<file path="src/rtl/if_stage.sv">
// ---------------------------------------------------------------------------
// if_stage -- RV32I instruction fetch stage
//
// Owns the PC and fetches one instruction at a time from instruction memory.
// It keeps at most one request outstanding. The fetched word is held in the
// IF/ID register that feeds the decoder. That register supports stall,
// redirect/flush and a one-word skid buffer.
//
// Parameters
//   RESET_PC  PC of the first fetch after reset
//   NOP_INST  word presented on inst_id while the IF/ID slot is empty
//
// Ports
//   clk, rst_n       clock, asynchronous active-low reset
//   imem_req_valid   fetch request valid (only while in FETCH)
//   imem_req_ready   memory accepts the request this cycle
//   imem_addr        word-aligned fetch address
//   imem_rsp_valid   response valid, one per accepted request
//   imem_rsp_data    fetched instruction word
//   stall            decoder cannot accept; IF/ID holds its contents
//   redirect_valid   taken branch/jump; flushes fetch
//   redirect_pc      new PC (bits [1:0] ignored)
//   inst_id          instruction to the decoder
//   pc_id            PC of inst_id
//   inst_valid       inst_id holds a real instruction
//
// state | meaning
// ------+------------------------------------------------------------------
// IDLE  | just out of reset, first request goes out next cycle
// FETCH | request asserted at req_addr, waiting for the handshake
// WAIT  | request accepted, waiting for the response
// HOLD  | response parked in the skid register while IF/ID is stalled full
// ---------------------------------------------------------------------------
module if_stage #(
   parameter logic [31:0] RESET_PC = 32'h0000_0000,
   parameter logic [31:0] NOP_INST = 32'h0000_0013
) (
   input  logic        clk,
   input  logic        rst_n,
   output logic        imem_req_valid,
   input  logic        imem_req_ready,
   output logic [31:0] imem_addr,
   input  logic        imem_rsp_valid,
   input  logic [31:0] imem_rsp_data,
   input  logic        stall,
   input  logic        redirect_valid,
   input  logic [31:0] redirect_pc,
   output logic [31:0] inst_id,
   output logic [31:0] pc_id,
   output logic        inst_valid
);

   typedef enum logic [1:0] {
      IDLE  = 2'd0,
      FETCH = 2'd1,
      WAIT  = 2'd2,
      HOLD  = 2'd3
   } state_t;

   localparam logic [31:0] RESET_ADDR = {RESET_PC[31:2], 2'b00};

   state_t      state;
   state_t      state_nxt;
   logic [31:0] pc;
   logic [31:0] pc_nxt;
   logic [31:0] req_addr;
   logic [31:0] req_addr_nxt;
   logic        drop;
   logic        drop_nxt;
   logic [31:0] skid_data;
   logic [31:0] skid_data_nxt;
   logic [31:0] inst_nxt;
   logic [31:0] pc_id_nxt;
   logic        valid_nxt;

   logic        handshake;
   logic        slot_free;
   logic [31:0] seq_addr;
   logic [31:0] redir_addr;

   assign imem_req_valid = (state == FETCH);
   assign imem_addr      = req_addr;

   assign handshake  = (state == FETCH) && imem_req_ready;
   assign slot_free  = !inst_valid || !stall;
   assign seq_addr   = req_addr + 32'd4;
   assign redir_addr = {redirect_pc[31:2], 2'b00};

   always_ff @(posedge clk or negedge rst_n) begin
      if (!rst_n) begin
         state      <= IDLE;
         pc         <= RESET_ADDR;
         req_addr   <= RESET_ADDR;
         drop       <= 1'b0;
         skid_data  <= NOP_INST;
         inst_id    <= NOP_INST;
         pc_id      <= 32'd0;
         inst_valid <= 1'b0;
      end else begin
         state      <= state_nxt;
         pc         <= pc_nxt;
         req_addr   <= req_addr_nxt;
         drop       <= drop_nxt;
         skid_data  <= skid_data_nxt;
         inst_id    <= inst_nxt;
         pc_id      <= pc_id_nxt;
         inst_valid <= valid_nxt;
      end
   end

   always_comb begin
      state_nxt     = state;
      pc_nxt        = pc;
      req_addr_nxt  = req_addr;
      drop_nxt      = drop;
      skid_data_nxt = skid_data;
      inst_nxt      = inst_id;
      pc_id_nxt     = pc_id;
      valid_nxt     = inst_valid;

      // The decoder takes the current word whenever it is not stalled. A load
      // further down in this block overrides this in the same cycle.
      if (!stall) begin
         valid_nxt = 1'b0;
         inst_nxt  = NOP_INST;
      end

      case (state)
         IDLE: begin
            state_nxt = FETCH;
         end
         FETCH: begin
            if (handshake) begin
               state_nxt = WAIT;
            end
         end
         WAIT: begin
            if (imem_rsp_valid) begin
               if (drop) begin
                  // Stale response from before a redirect. pc already holds
                  // the redirect target.
                  drop_nxt     = 1'b0;
                  req_addr_nxt = pc;
                  state_nxt    = FETCH;
               end else if (slot_free) begin
                  inst_nxt     = imem_rsp_data;
                  pc_id_nxt    = req_addr;
                  valid_nxt    = 1'b1;
                  pc_nxt       = seq_addr;
                  req_addr_nxt = seq_addr;
                  state_nxt    = FETCH;
               end else begin
                  skid_data_nxt = imem_rsp_data;
                  state_nxt     = HOLD;
               end
            end
         end
         HOLD: begin
            // req_addr still names the parked word; it advances only when the
            // word moves into IF/ID.
            if (!stall) begin
               inst_nxt     = skid_data;
               pc_id_nxt    = req_addr;
               valid_nxt    = 1'b1;
               pc_nxt       = seq_addr;
               req_addr_nxt = seq_addr;
               state_nxt    = FETCH;
            end
         end
         default: begin
            state_nxt = IDLE;
         end
      endcase

      // A redirect wins over stall and over any load computed above.
      if (redirect_valid) begin
         valid_nxt = 1'b0;
         inst_nxt  = NOP_INST;
         pc_id_nxt = pc_id;
         pc_nxt    = redir_addr;
         case (state)
            IDLE: begin
               req_addr_nxt = redir_addr;
               state_nxt    = FETCH;
            end
            FETCH: begin
               // An asserted request must keep its address until accepted.
               // Its response is thrown away later.
               drop_nxt     = 1'b1;
               req_addr_nxt = req_addr;
               state_nxt    = handshake ? WAIT : FETCH;
            end
            WAIT: begin
               if (imem_rsp_valid) begin
                  drop_nxt     = 1'b0;
                  req_addr_nxt = redir_addr;
                  state_nxt    = FETCH;
               end else begin
                  drop_nxt     = 1'b1;
                  req_addr_nxt = req_addr;
                  state_nxt    = WAIT;
               end
            end
            HOLD: begin
               drop_nxt     = 1'b0;
               req_addr_nxt = redir_addr;
               state_nxt    = FETCH;
            end
            default: begin
               state_nxt = IDLE;
            end
         endcase
      end
   end

endmodule

</file>
<file path="config.mk">
export PLATFORM = sky130hd
export DESIGN_NAME = if_stage
export DESIGN_NICKNAME = d
export VERILOG_FILES = /design/src/rtl/if_stage.sv
export SDC_FILE = /design/constraint.sdc
export NUM_CORES = 1
export LEC_CHECK = 0
export ABC_AREA = 1
export CORE_MARGIN = 8
export CORE_UTILIZATION = 34
export CTS_BUF_LIST = sky130_fd_sc_hd__clkbuf_16
export CTS_CLUSTER_DIAMETER = 40
export DETAILED_ROUTE_END_ITERATION = 10
export DONT_BUFFER_PORTS = 1
export PLACE_DENSITY_LB_ADDON = 0.3
export SLEW_MARGIN = 20
export SYNTH_ARGS = -nofsm -noshare
export SYNTH_HDL_FRONTEND = slang
export SYNTH_SLANG_ARGS = --single-unit
</file>
<file path="constraint.sdc">
create_clock -name clk -period 1.7 [get_ports clk]
set_input_delay 0.34 -clock clk [delete_from_list [all_inputs] [get_ports clk]]
set_output_delay 0.34 -clock clk [all_outputs]
set_load 0.03 [all_outputs]
</file>
Word level (Yosys, flattened, before mapping)
Cells that the tools add are included.
{"block": "totals", "reg_bits": 164, "inputBits": 70, "out_inout_bits": 98, "wordCells": 85}
{"block": "op_classes", "add_sub_neg": 1, "eq_ne": 14, "muxes": 46, "bitwise_logic": 3, "reduce_logical": 13}
{"operator": "2-to-1 mux 32 bit", "count": 19}
{"operator": "case mux 32 bit (2 select lines)", "count": 5}
{"operator": "adder 32 x 3 -> 32 bit (second input constant)", "count": 1}
{"operator": "2-to-1 mux 2 bit", "count": 8}
{"operator": "!= test 3 bit (second input constant)", "count": 4}
{"operator": "2-to-1 mux 1 bit", "count": 10}
{"operator": "!= test 2 bit (second input constant)", "count": 5}
{"operator": "AND reduction 5 bit", "count": 2}
{"operator": "case mux 2 bit (4 select lines)", "count": 1}
{"operator": "case mux 2 bit (3 select lines)", "count": 1}
{"operator": "AND reduction 6 bit", "count": 1}
{"operator": "== test 2 bit (second input constant)", "count": 2}
{"operator": "!= test 4 bit (second input constant)", "count": 1}
{"operator": "AND reduction 4 bit", "count": 1}
{"operator": "!= test 3 x 1 -> 1 bit (second input constant)", "count": 1}
{"operator": "NOT 1 bit", "count": 3}
{"operator": "case mux 1 bit (3 select lines)", "count": 1}
{"operator": "AND reduction 3 bit", "count": 1}
{"operator": "nonzero test 3 bit", "count": 1}
{"operator": "== test 2 x 1 -> 1 bit (second input constant)", "count": 1}
{"operator": "logical NOT 1 bit", "count": 2}
{"operator": "logical NOT 2 bit", "count": 1}
{"operator": "case mux 1 bit (2 select lines)", "count": 1}
{"operator": "nonzero test 2 bit", "count": 1}
{"operator": "3 further kinds", "count": 3}

Longest topological paths before layout
Gate-level depths: netlist of run 1.
{"block": "logic_depth", "word_depth": 7, "depth_mapped": 13, "mapped_depth_nobuf": 11}

Worst setup path before layout of run 1
Ideal clock, no wire load.
{"block": "synth_timing", "path_type": "reg-to-reg", "from": "register state[0]", "to": "register skid_data[10]", "setup_time_ns": 0.125, "arrival_time_ns": 1.617, "t_required_ns": 1.575, "path_slack_ns": -0.042, "stages_incl_launch_ff": 9, "n_path_buf": 2, "synth_period_minus_slack_ns": 1.742, "cell_sequence": "dfrtp_1 inv_1 ha_1 buf_4 nand2_1 inv_1 nand2_1 buf_2 mux2_2"}
{"block": "synth_via", "elab_chain_cells": 2}
{"element": "from (decl)", "line": "62", "source": "state_t state;"}
{"element": "from (signal assigned)", "line": "100", "source": "state <= state_nxt;"}
{"element": "== test 2 bit", "line": "128", "source": "case (state)"}
{"element": "AND reduction 4 bit (no line)"}
{"element": "to (signal assigned)", "line": "104", "source": "skid_data <= skid_data_nxt;"}
{"element": "to (decl)", "line": "70", "source": "logic [31:0] skid_data;"}
Every way passes these cells.
A chain may end at the register's enable or synchronous reset.

Final worst setup path of run 1
{"block": "layout_timing", "from": "register state[0]", "to": "output port imem_req_valid"}
{"block": "layout_via", "elab_chain_cells": 1}
{"element": "== test 2 x 1 -> 1 bit", "line": "81", "source": "assign imem_req_valid = (state == FETCH);"}
{"element": "to (decl)", "line": "40", "source": "output logic imem_req_valid,"}
Every way passes these cells.

==> results of run 1 <==
==> cell usage in the layout, fill, tap and decap left out, drive strengths merged <==
master / instances
nor2: 132
clkinvlp: 1
dfrtp: 158
nand2: 320
o21ai: 74
o22ai: 5
a22o: 21
or2: 1
nand4: 4
o211ai: 5
xor2: 12
ha: 6
clkbuf: 22
nand3b: 1
buf: 124
dfstp: 6
inv: 67
o31ai: 1
a21oi: 154
dlygate4sd3: 1
mux2: 32
a41oi: 1
nand3: 35
clkinv: 8
xnor2: 2
a21boi: 30
a31oi: 10
a221oi: 1
==> Yosys cell counts, drive strengths merged <==
| cell | count | area share [%] |
|---|---|---|
| a21boi | 30 | 2.5 |
| a21oi | 154 | 8.7 |
| a221oi | 1 | 0.098 |
| a22o | 21 | 2.1 |
| a31oi | 10 | 0.84 |
| a41oi | 1 | 0.098 |
| buf | 47 | 3.0 |
| clkbuf | 20 | 0.84 |
| dfrtp | 158 | 44 |
| dfstp | 6 | 1.8 |
| ha | 6 | 0.84 |
| inv | 61 | 2.6 |
| mux2 | 32 | 4.0 |
| nand2 | 320 | 14 |
| nand3 | 35 | 2.1 |
| nand3b | 1 | 0.084 |
| nand4 | 4 | 0.35 |
| nor2 | 132 | 5.9 |
| o211ai | 5 | 0.42 |
| o21ai | 74 | 4.1 |
| o22ai | 5 | 0.35 |
| o31ai | 1 | 0.084 |
| or2 | 1 | 0.070 |
| xnor2 | 2 | 0.20 |
| xor2 | 12 | 1.2 |
==> what timing repair did <==
action | CTS | global route
cloned | 3 | 6
setup endpoints to repair | 126 | 147
hold endpoints to repair | 165 | 164
gates resized for setup | 36 | 103
setup buffers | 6 | 5
pin swaps | 4 | 17
==> final cells by class <==
class	count	area [um^2]
multi-input cells	847	4520
flip-flops and latches	164	4120
clock inverters	15	165
well taps	335	419
inverters	61	244
repair buffers	130	1350
clock buffers	17	425
fillers	2577	14700
==> per-stage QoR <==
step,total power [W],hold slack [ps],setup WS [ps],instance area [um^2]
global route,0.0226,-420,-115,11200
global placement,0.0160,53.4,-134,9990
finish,0.0212,-397,12.6,11200
CTS,0.0206,-413,-0.416,10800
floorplan,0.0131,44.4,-41.5,8960
detailed placement,0.0162,54.0,-157,9990
==> per-layer routing <==
metal	part of all wire [%]	wire (um)
met2	46	13300
met5	0	0
met4	1.3	376
met1	43	12600
met3	9.4	2710
==> worst paths after layout <==
path | slack, ps | from | endpoint
setup / recovery | 10 | state[0] | imem_req_valid
hold / removal | -400 | rst_n | pc[1]
setup reg to reg | 10 | state[1] | imem_addr[19]
hold reg to reg | 510 | skid_data[7] | skid_data[7]
max in group asynchronous | 1840 | rst_n | skid_data[0]
min in group clk | 50 | imem_rsp_data[16] | skid_data[16]
==> sequential cells by signal (all words and copies together) (netlist names) <==
signal / cells
pc_id: 32
inst_valid: 1
imem_addr: 32
skid_data: 32
inst_id: 32
state: 2
drop: 1
pc: 32
==> worst reg2reg max path, stage by stage, from the launching register on <==
cell,delay [ps]
dfrtp_2,450
ha_4,210
nand2_4,60
inv_2,30
nand2_1,50
nand2_1,50
inv_2,70
nand2_2,60
nor2_4,160
buf_12,170
buf_12,130
nor2_1,40
a21oi_1,120
==> power by group through the flow <==
| stage | registers [W] | clock network (W) | logic (W) |
|---|---|---|---|
| 3_5_place_dp | 0.00762 | 0 | 0.00859 |
| 6_report | 0.00762 | 0.00392 | 0.00964 |
| 2_1_floorplan | 0.00839 | 0 | 0.00468 |
| 5_1_grt | 0.00786 | 0.00416 | 0.0106 |
| 3_3_place_gp | 0.00758 | 0 | 0.00846 |
| 4_1_cts | 0.00757 | 0.00401 | 0.00905 |
==> cells by family after synthesis <==
family / count (synthesis) / share of synthesized area (%)
adder cells (fa/ha/maj): 6 / 0.838
AO/OA/AOI/OAI: 302 / 19.3
buffers and inverters: 128 / 6.44
multiplexers: 32 / 4.02
flip-flops: 164 / 45.9
XOR/XNOR: 14 / 1.37
AND/OR/NAND/NOR: 493 / 22.1
==> impl_metrics.env, run 1 <==
export IMPL_final_cell_count_no_fill=1569
export IMPL_grt_pass1_wl_mm=44.1
export IMPL_whs_ps=-397
export IMPL_max_slew_margin_pct=73.2
export IMPL_power_switching_w=0.00993
export IMPL_cts_sinks=164
export IMPL_violations="hold timing"
export IMPL_io_buffer_count=0
export IMPL_final_max_slew_viol_count=0
export IMPL_drt_iter0_drc=600
export IMPL_finalCriticalPeriod_ps=1690
export IMPL_pwr_share_seq_pct=36.0
export IMPL_leakage_nw=5.26
export IMPL_ys_types=38
export IMPL_crit_family="flip-flops"
export IMPL_grt_use_met1_pct=23.2
export IMPL_wire_per_inst_um=18.4
export IMPL_yosys_warnings=0
export IMPL_synthesis_area_um2=8960
export IMPL_fin_worst_skew_ps=15.1
export IMPL_wirelength_mm=28.9
export IMPL_crit_fanout=4
export IMPL_placementRows=59
export IMPL_worst_path_max_delay_cell="dfrtp_1"
export IMPL_worst_path_stages=3
export IMPL_power_density_nw_per_um2=1880
export IMPL_arrival_ps=1350
export IMPL_dp_cells=1518
export IMPL_crit_path_start_kind="flop"
export IMPL_diodes=0
export IMPL_htree_levels=4
export IMPL_grt_setup_unrepaired="yes"
export IMPL_core_um2=26000
export IMPL_globalRouteOverflowTotal=0
export IMPL_io_pin_count=168
export IMPL_grtUsageTotal_pct=17.6
export IMPL_die_h_um=178
export IMPL_ir_drop_uv=1250
export IMPL_drv_cap=0
export IMPL_gp_congestion=0.881
export IMPL_yosysSeqAreaShare_pct=45.9
export IMPL_crit_path_max_incr_delay_ps=430
export IMPL_grt_pass1_vias=7846
export IMPL_synthCells=1139
export IMPL_p_comb_share_pct=45.5
export IMPL_clock_latency_ps=440
export IMPL_postSynthAreaPerCell_um2=7.87
export IMPL_crit_chain="buf_4, ha_4, buf_8"
export IMPL_p_sw_share_pct=46.9
export IMPL_utilization_pct=43.3
export IMPL_dpl_hpwl_mm=19.1
export IMPL_final_layout_size_suffix_gt1_share_pct=23.3
export IMPL_nets=1297
export IMPL_via_count=8167
export IMPL_endpoint_kind="output pin"
export IMPL_fmax_mhz=593
export IMPL_intPower_w=0.0112
export IMPL_clk_pin_slew_ps=80
export IMPL_met3_usage_pct=5.99
export IMPL_ant_nets=0
export IMPL_start_util_pct=34.5
export IMPL_dieArea_um2=31800
export IMPL_path_buf_inv=2
export IMPL_rr_worst_depth=12
export IMPL_root_buffer="clkbuf_16"
export IMPL_hold_violations=164
export IMPL_firstDrtPassIters=5
export IMPL_p_clk_share_pct=18.5
export IMPL_vias_per_cell=5.21
export IMPL_antenna_found_initial=0
export IMPL_drcViolationCount=0
export IMPL_cts_path_max_buffers=2
export IMPL_numCtsBuffers=17
export IMPL_cp_required_ps=1360
export IMPL_critical_path_class="flop to output pin"
export IMPL_synth_seq_cells=164
export IMPL_worstMarginPinSlew_ps=402
export IMPL_grt_max_degree=165
export IMPL_syn_to_final_growth_pct=25.6
export IMPL_outcome="finished with violations"
export IMPL_period_share_pct=99.3
export IMPL_cts_tree="built"
export IMPL_hp_class="primary input to asynchronous set/reset pin"
export IMPL_die_w_um=178
export IMPL_cts_hold_repair_buffers=1
export IMPL_gr_usage_met2_pct=27.0
export IMPL_setup_viol=0
export IMPL_synth_nets=1215
export IMPL_setup_tns_ps=0
export IMPL_grt_busiest_layer="met2"
Power figures use the tool's default switching activity.
==> run 2, diff against run 1 <==
Settings changed: REMOVE_ABC_BUFFERS from default to 1.
==> run 2 against run 1 <==
Effect of this change:
- the run ends with hold timing, setup timing left
- largest power group unchanged
- flip-flop and latch count did not move
- non-clock buffer count fell by 21
- maximum frequency fell by 1.4%
- sequential power barely moved
- core utilization fell by 1.6 points
- design area fell by 3.6%
- count of clock-buffer cells in the layout did not move
- critical path type is now flop to flop
- die area did not move
- critical endpoint is now imem_addr[29]
==> impl_metrics.env, run 2 (synthesis results as in run 1) <==
export IMPL_crit_path_max_incr_delay_ps=460
export IMPL_wire_per_inst_um=18.2
export IMPL_r2r_slack_ps=-10
export IMPL_fmax_mhz=584
export IMPL_period_share_pct=101
export IMPL_mostFrequentLayoutCells="313 x nand2_1, 154 x dfrtp_1, 151 x a21oi_1, 109 x nor2_1, 88 x buf_4"
export IMPL_hp_class="primary input to asynchronous set/reset pin"
export IMPL_die_h_um=178
export IMPL_cts_path_max_buffers=2
export IMPL_seq_area_um2=4120
export IMPL_nets=1276
export IMPL_dpl_hpwl_mm=18.7
export IMPL_cts_sinks=164
export IMPL_firstDrtPassIters=5
export IMPL_globalRouteOverflowTotal=0
export IMPL_io_buffer_count=0
export IMPL_antenna_found_initial=0
export IMPL_diodes=0
export IMPL_root_buffer="clkbuf_16"
export IMPL_final_common_cell="nand2_1"
export IMPL_setup_tns_ps=-47.1
export IMPL_cp_required_ps=2020
export IMPL_grt_pass1_wl_mm=43.9
export IMPL_ir_drop_uv=1010
export IMPL_cts_tree="built"
export IMPL_via_count=8066
export IMPL_endpoint_kind="flop"
export IMPL_clk_pin_slew_ps=80
export IMPL_drcViolationCount=0
export IMPL_core_um2=26000
export IMPL_final_max_slew_viol_count=0
export IMPL_arrival_ps=2030
export IMPL_worst_path_max_delay_cell="dfrtp_2"
export IMPL_dpl_instance_area_um2=9970
export IMPL_die_w_um=178
export IMPL_max_slew_margin_pct=75.2
export IMPL_critical_path_class="flop to flop"
export IMPL_placementRows=59
export IMPL_grtUsageTotal_pct=17.5
export IMPL_clock_latency_ps=430
export IMPL_whs_ps=-403
export IMPL_gp_congestion=0.859
export IMPL_io_pin_count=168
export IMPL_syn_to_final_growth_pct=21.0
export IMPL_leakage_nw=5.11
export IMPL_outcome="finished with violations"
export IMPL_dieArea_um2=31800
export IMPL_ant_nets=0
export IMPL_finalCriticalPeriod_ps=1710
export IMPL_grt_setup_unrepaired="yes"
export IMPL_fin_ws_ps=-12.1
export IMPL_drv_cap=0
export IMPL_crit_chain="ha_4, nand2_2, inv_2, nand2_1, nand2_1, inv_2, nand2_2, nor2_4, inv_2, buf_12, nor2_2, a21oi_2"
export IMPL_vias_per_cell=5.21
export IMPL_power_density_nw_per_um2=1910
export IMPL_final_layout_size_suffix_gt1_share_pct=19.5
export IMPL_numCtsBuffers=17
export IMPL_fin_worst_skew_ps=16.8
export IMPL_crit_path_start_kind="flop"
export IMPL_wirelength_mm=28.2
export IMPL_grt_max_degree=165
export IMPL_setup_viol=6
export IMPL_worstMarginPinSlew_ps=373
export IMPL_start_util_pct=34.5
export IMPL_crit_fanout=21
export IMPL_violations="hold timing, setup timing"
export IMPL_fillers=2612
export IMPL_hold_violations=164
export IMPL_design_area_um2=10800
export IMPL_htree_levels=4
export IMPL_multi_input_comb_area_um2=4400
export IMPL_grt_pass1_vias=7849
export IMPL_drt_iter0_drc=635
export IMPL_cp_common_cell="inv_2"
## run 2: per-layer routing
metal | vias up | track usage [%] | wire length [um]
met2 | 244 | 27.7 | 13200
met3 | 36 | 4.91 | 2070
met1 | 3874 | 22.9 | 12200
met5 | - | 0 | 0
met4 | 0 | 5.24 | 664
li1 | 3912 | - | -
## run 2: report_power, final
| part | switching [W] | internal, W | leakage [nW] |
|---|---|---|---|
| combinational | 0.00550 | 0.00348 | 2.76 |
| clock | 0.00177 | 0.00236 | 0.302 |
| sequential | 0.00219 | 0.00544 | 2.04 |
| total | 0.00946 | 0.0113 | 5.11 |
## run 2: path summary, 6_finish.rpt
path	startpoint	end	cells past startpoint
max reg2reg	state[1]	imem_addr[29]	12
max in group asynchronous	rst_n	imem_addr[6]	0
max	state[1]	imem_addr[29]	12
min in group clk	redirect_valid	inst_valid	1
min	rst_n	inst_id[28]	0
min reg2reg	skid_data[31]	skid_data[31]	1
## run 2: layout make-up
class                      count  share of cell area, %
tap                          335                   3.87
sequential                   164                   38.0
inverter                      61                   2.13
multi-input combinational    847                   40.6
timing repair buffer         109                   9.80
clock buffer                  17                   3.92
clock inverter                14                   1.77
## run 2: worst max-delay path: cells and delay by family, from the launching register on
family,cells,cell delay (ps)
and+or+nand+nor,6,510
DFF,1,460
buffers and inverters,4,350
adders and majority gates,1,200
AOI/OAI and AO/OA,1,70
## run 2: through the flow
stage	utilization, %	setup WS (ps)	power [W]	cells	hold slack, ps
detailed placement	38.4	-93.2	0.0162	1509	49.3
finish	41.7	-12.1	0.0207	1547	-403
floorplan	-	-1350	0.0127	1072	44.4
global route	41.7	-127	0.0222	1547	-431
CTS	41.1	-26.2	0.0207	1543	-420
global placement	38.4	-67.1	0.0160	1509	48.5
## run 2: what timing repair did
| item | 4_1_cts | 5_1_grt |
|---|---|---|
| cloned | 1 | 2 |
| endpoints found under the hold margin | 164 | 164 |
| pin swaps | 1 | 2 |
| buffers inserted | 2 | 2 |
| resized for setup | 21 | 30 |
| setup endpoints to repair | 112 | 145 |
